$ cat src/rtl/alu_rs.sv
// ALU reservation station: holds issued ALU ops until both operands are ready,
// snoops the CDB for pending operands and dispatches one ready entry per cycle.
module alu_rs #(
  parameter int ENTRIES = 4,
  parameter int TAG_W   = 4
) (
  input  logic                      clk_in,
  input  logic                      rst_in,
  input  logic                      rdy_in,
  input  logic                      flush,
  input  logic                      iss_valid,
  input  logic [4:0]                iss_op,
  input  logic [31:0]               iss_vj,
  input  logic [31:0]               iss_vk,
  input  logic                      iss_qj_busy,
  input  logic                      iss_qk_busy,
  input  logic [TAG_W-1:0]          iss_qj,
  input  logic [TAG_W-1:0]          iss_qk,
  input  logic [31:0]               iss_addr,
  input  logic [TAG_W-1:0]          iss_dest,
  input  logic                      cdb_valid,
  input  logic [TAG_W-1:0]          cdb_tag,
  input  logic [31:0]               cdb_value,
  output logic                      full,
  output logic [$clog2(ENTRIES):0]  count,
  output logic                      out_valid,
  output logic [4:0]                out_op,
  output logic [31:0]               out_op1,
  output logic [31:0]               out_op2,
  output logic [31:0]               out_addr,
  output logic [TAG_W-1:0]          out_dest
);
  localparam int IDX_W = $clog2(ENTRIES);
  localparam int CNT_W = IDX_W + 1;

  logic [ENTRIES-1:0] r_busy;
  logic [ENTRIES-1:0] r_rj;
  logic [ENTRIES-1:0] r_rk;
  logic [4:0]         r_op   [ENTRIES];
  logic [31:0]        r_vj   [ENTRIES];
  logic [31:0]        r_vk   [ENTRIES];
  logic [31:0]        r_addr [ENTRIES];
  logic [TAG_W-1:0]   r_qj   [ENTRIES];
  logic [TAG_W-1:0]   r_qk   [ENTRIES];
  logic [TAG_W-1:0]   r_dest [ENTRIES];

  logic               w_free_found;
  logic [IDX_W-1:0]   w_free_idx;
  logic               w_disp_found;
  logic [IDX_W-1:0]   w_disp_idx;
  logic [CNT_W-1:0]   w_count;
  logic [ENTRIES-1:0] w_wake_j;
  logic [ENTRIES-1:0] w_wake_k;
  logic               w_issue;
  logic               w_byp_j;
  logic               w_byp_k;

  // Descending scan so the last hit is the lowest index.
  always_comb begin
    w_free_found = 1'b0;
    w_free_idx   = '0;
    w_disp_found = 1'b0;
    w_disp_idx   = '0;
    w_count      = '0;
    w_wake_j     = '0;
    w_wake_k     = '0;
    for (int i = ENTRIES - 1; i >= 0; i--) begin
      if (!r_busy[i]) begin
        w_free_found = 1'b1;
        w_free_idx   = IDX_W'(i);
      end
      if (r_busy[i] && r_rj[i] && r_rk[i]) begin
        w_disp_found = 1'b1;
        w_disp_idx   = IDX_W'(i);
      end
      w_count     = w_count + CNT_W'(r_busy[i]);
      w_wake_j[i] = r_busy[i] && !r_rj[i] && cdb_valid && (r_qj[i] == cdb_tag);
      w_wake_k[i] = r_busy[i] && !r_rk[i] && cdb_valid && (r_qk[i] == cdb_tag);
    end
  end

  assign full    = !w_free_found;
  assign count   = w_count;
  assign w_issue = rdy_in && iss_valid && !full && !flush;
  assign w_byp_j = iss_qj_busy && cdb_valid && (iss_qj == cdb_tag);
  assign w_byp_k = iss_qk_busy && cdb_valid && (iss_qk == cdb_tag);

  always_ff @(posedge clk_in or posedge rst_in) begin
    if (rst_in) begin
      r_busy    <= '0;
      r_rj      <= '0;
      r_rk      <= '0;
      out_valid <= 1'b0;
      out_op    <= '0;
      out_op1   <= '0;
      out_op2   <= '0;
      out_addr  <= '0;
      out_dest  <= '0;
    end else if (rdy_in) begin
      if (flush) begin
        r_busy    <= '0;
        r_rj      <= '0;
        r_rk      <= '0;
        out_valid <= 1'b0;
      end else begin
        out_valid <= w_disp_found;
        if (w_disp_found) begin
          out_op             <= r_op[w_disp_idx];
          out_op1            <= r_vj[w_disp_idx];
          out_op2            <= r_vk[w_disp_idx];
          out_addr           <= r_addr[w_disp_idx];
          out_dest           <= r_dest[w_disp_idx];
          r_busy[w_disp_idx] <= 1'b0;
        end
        r_rj <= r_rj | w_wake_j;
        r_rk <= r_rk | w_wake_k;
        // Issue targets a non-busy entry, so it never collides with dispatch or wakeup.
        if (w_issue) begin
          r_busy[w_free_idx] <= 1'b1;
          r_rj[w_free_idx]   <= !iss_qj_busy || w_byp_j;
          r_rk[w_free_idx]   <= !iss_qk_busy || w_byp_k;
        end
      end
    end
  end

  always_ff @(posedge clk_in) begin
    if (rdy_in && !flush) begin
      for (int i = 0; i < ENTRIES; i++) begin
        if (w_wake_j[i]) r_vj[i] <= cdb_value;
        if (w_wake_k[i]) r_vk[i] <= cdb_value;
      end
      if (w_issue) begin
        r_op[w_free_idx]   <= iss_op;
        r_vj[w_free_idx]   <= w_byp_j ? cdb_value : iss_vj;
        r_vk[w_free_idx]   <= w_byp_k ? cdb_value : iss_vk;
        r_qj[w_free_idx]   <= iss_qj;
        r_qk[w_free_idx]   <= iss_qk;
        r_addr[w_free_idx] <= iss_addr;
        r_dest[w_free_idx] <= iss_dest;
      end
    end
  end
endmodule

$ cat config.mk
export PLATFORM = sky130hd
export DESIGN_NAME = alu_rs
export DESIGN_NICKNAME = d
export VERILOG_FILES = /design/src/rtl/alu_rs.sv
export SDC_FILE = /design/constraint.sdc
export NUM_CORES = 1
export LEC_CHECK = 0
export ABC_AREA = 1
export CORE_ASPECT_RATIO = 1.75
export CORE_MARGIN = 2
export CORE_UTILIZATION = 62
export CTS_CLUSTER_DIAMETER = 120
export DETAILED_ROUTE_END_ITERATION = 10
export GPL_TIMING_DRIVEN = 0
export HOLD_SLACK_MARGIN = 0.08
export PLACE_DENSITY = 0.86
export REMOVE_ABC_BUFFERS = 1
export SLEW_MARGIN = 20
export SYNTH_ARGS = -nofsm -noshare
export SYNTH_HDL_FRONTEND = slang
export SYNTH_SLANG_ARGS = --single-unit
$ cat constraint.sdc
create_clock -name clk_in -period 9.21 [get_ports clk_in]
set_input_delay 1.842 -clock clk_in [delete_from_list [all_inputs] [get_ports clk_in]]
set_output_delay 1.842 -clock clk_in [all_outputs]
set_load 0.02 [all_outputs]
==> impl_metrics.tcl <==
set metrics [dict create \
    relSlewSlack 0.195 \
    syn_area_um2 26400 \
    synth_common_cells "nand3_1, edfxtp_1, nor2_1, nand2_1, inv_1" \
    boundaryPins 267 \
    skew_ns 0.0231 \
    synth.largest_area_cell "edfxtp_1" \
    ff2ff_path_depth 9 \
    yosys_warnings 0 \
    crit_path_end_kind "flip-flop" \
    max-cap-violations 0 \
    cts_num_sinks 570 \
    cpMaxStageDelayCell "a21oi_4" \
    first_global_vias 22600 \
    whs_path_depth 2 \
    synth_most_common_cell "nand3_1" \
    synth_edf_count 452 \
    synth_top_flop_cell "edfxtp_1" \
    grt_pass1_wl_mm 120 \
    routed_wl_mm 77.4 \
    grt.overflow.total 0 \
    place_inst 3450 \
    drive_gt1_frac 0.0621 \
    cts-root-buf "clkbuf_16" \
    place_ws_ns 3.68 \
    worstSkewPairLatency_ns 0.59 \
    crit_required_ns 9.49 \
    drc_errors 0 \
    stdcell_count 3541 \
    avgSynthCellArea_um2 9.67 \
    worstPathArrival_ns 5.27 \
    clockBufferDepth 3 \
    rsz0062_at_grt "no" \
    cp-start-kind "input pin" \
    rows 100 \
    cts_resized 0 \
    whs_ns 0.509 \
    grt_start_max_net_pins 109 \
    syn_to_final_growth_pct 22.4 \
    dp_hpwl_mm 47.8 \
    path_max_fanout 33 \
    cts_setup_buffers 0 \
    ys_ff_latch 570 \
    status "finished, final reports clean" \
    grt.total_usage 0.347 \
    hold_violations 0 \
    die_w_um 160 \
    h-tree-depth 2 \
    fin_nets 3100 \
    synth_top_area_share 0.514 \
    io_buffers 266 \
    die_area_um2 44300 \
    synth_cells 2729 \
    p_per_area_nw_per_um2 180 \
    leakage_nw 12.2 \
    timing.final.crit_share 0.542 \
    worst_pin_slew_ns 1.20 \
    dr.first_iter.drc_count 2934 \
    antenna_found_initial 2 \
    async_flop_share 0.207 \
    crit_chain "clkdlybuf4s50_1 -> inv_2 -> nand2_1 -> nor2_1 -> nand2_4 -> nor2_4 -> buf_12 -> inv_1 -> a21oi_4 -> buf_16" \
    firstDrtPassIters 8 \
    setup_violations 0 \
    num_vias 22300 \
    fmax_ghz 0.200 \
    core_um2 42300 \
    worstSetupPathType "in -> reg" \
    clk_pin_slew_ns 0.07 \
    cts.hold.buffers_added 0 \
    antenna_left 0 \
    fin_crit_ns 4.99 \
    cts_tree "built" \
    synth_cell_types 26 \
    start_util 0.624 \
    fillers 2684 \
    hp-class "reg -> reg" \
    max_stage_delay_ns 0.60 \
    rrSetupSlack_ns 6.27 \
    yosysSeqAreaShare 0.626 \
    numCtsBuffers 48 \
    place.gp.congestion 0.848 \
    vias_per_cell 6.29 \
    drv_slew 0 \
    wire_per_inst_um 21.8 \
    synth_area_leaders "edfxtp_1, nand3_1, dfrtp_1" \
    fin_tns_setup_ns 0 \
    ir_drop_v 0.000160 \
    chipHeight_um 277 \
    fin_ws_ns 4.22 \
]
-- final timing paths --
| kind | end | start |
|---|---|---|
| worst max register to register | r_vj[3][19] | r_busy[1] |
| worst max-delay path | r_vj[3][19] | flush |
| min in group asynchronous | out_addr[21] | rst_in |
| max in group asynchronous | out_op2[30] | rst_in |
| worst min register to register | out_op1[12] | out_op1[12] |
| worst min-delay path | out_op1[12] | out_op1[12] |
-- per-layer routing --
metal / vias up / wire length (um) / track usage / part of all wire
met5: - / 0 / 0 / 0
met4: 0 / 5290 / 0.234 / 0.068
met3: 369 / 7830 / 0.0538 / 0.10
met2: 1579 / 38300 / 0.581 / 0.50
met1: 10500 / 25900 / 0.417 / 0.33
li1: 9839 / - / - / -
-- flip-flops by register name, summed over array words and instances (netlist names) --
register and count:
r_dest 16, r_qk 16, r_rk 4, r_vj 128
r_busy 4, r_addr 128, r_rj 4, out_dest 4
r_op 20, out_op1 32, out_op2 32, r_vk 128
r_qj 16, out_op 5, out_addr 32, out_valid 1
-- power breakdown --
group	leakage, nW	internal, mW	switching [mW]
registers	5.59	2.90	0.0690
logic	5.80	0.304	0.393
clock network	0.813	1.20	0.950
total	12.2	4.40	1.41
-- area by class of cell --
type	instances	area, um^2	area share
clock inverters	25	289	0.00894
multi-input cells	1724	8120	0.251
diodes	2	5.00	0.000155
repair buffers	334	4300	0.133
clock buffers	64	1370	0.0425
flip-flops and latches	570	16500	0.511
well taps	561	702	0.0217
inverters	261	1000	0.0309
-- kinds of logic (layout without fill, tap and decap cells) --
family          count (synthesis)  after routing  synth area share
simple gates                 1329           1329             0.225
xor+xnor                        8              8           0.00265
fa+ha+maj                       4              4           0.00218
compound gates                383            383            0.0726
other cells                     0              2                 0
buf+inv                       435            684            0.0714
flops                         570            570             0.626
-- worst max-delay path: cells and delay by family --
family                 cells  cell delay, ns
buffers and inverters      5            1.29
AND/OR/NAND/NOR            4            1.50
AO/OA/AOI/OAI              1            0.60
-- per-stage QoR --
step / total power, mW / cell area [um^2] / utilization
2_1_floorplan: 3.32 / 25500 / -
4_1_cts: 5.81 / 32300 / 0.764
3_5_place_dp: 3.71 / 30600 / 0.725
3_3_place_gp: 3.65 / 28900 / 0.682
5_1_grt: 5.96 / 32300 / 0.764
6_report: 5.81 / 32300 / 0.764
-- placed cells by master (no fill, tap or decap), types with 2 or more instances in the layout --
cell,count
clkbuf_16,49
nand3_2,2
nor2_1,338
nand4_1,2
ha_1,3
buf_8,2
edfxtp_1,452
clkbuf_8,9
a21oi_1,5
dfrtp_1,118
inv_8,2
clkinv_2,6
buf_12,28
nand3_1,683
diode_2,2
nand2_1,288
o21ai_0,130
xnor2_1,8
nor2_4,10
clkbuf_1,6
inv_1,251
nand2_4,2
o21ai_4,4
inv_6,7
a21oi_4,4
bufinv_16,5
clkinv_4,3
clkinv_1,2
o21ai_1,240
clkdlybuf4s50_1,266
clkinvlp_4,3
buf_16,38
inv_2,7
No activity file was read; power rests on OpenSTA's default activity.
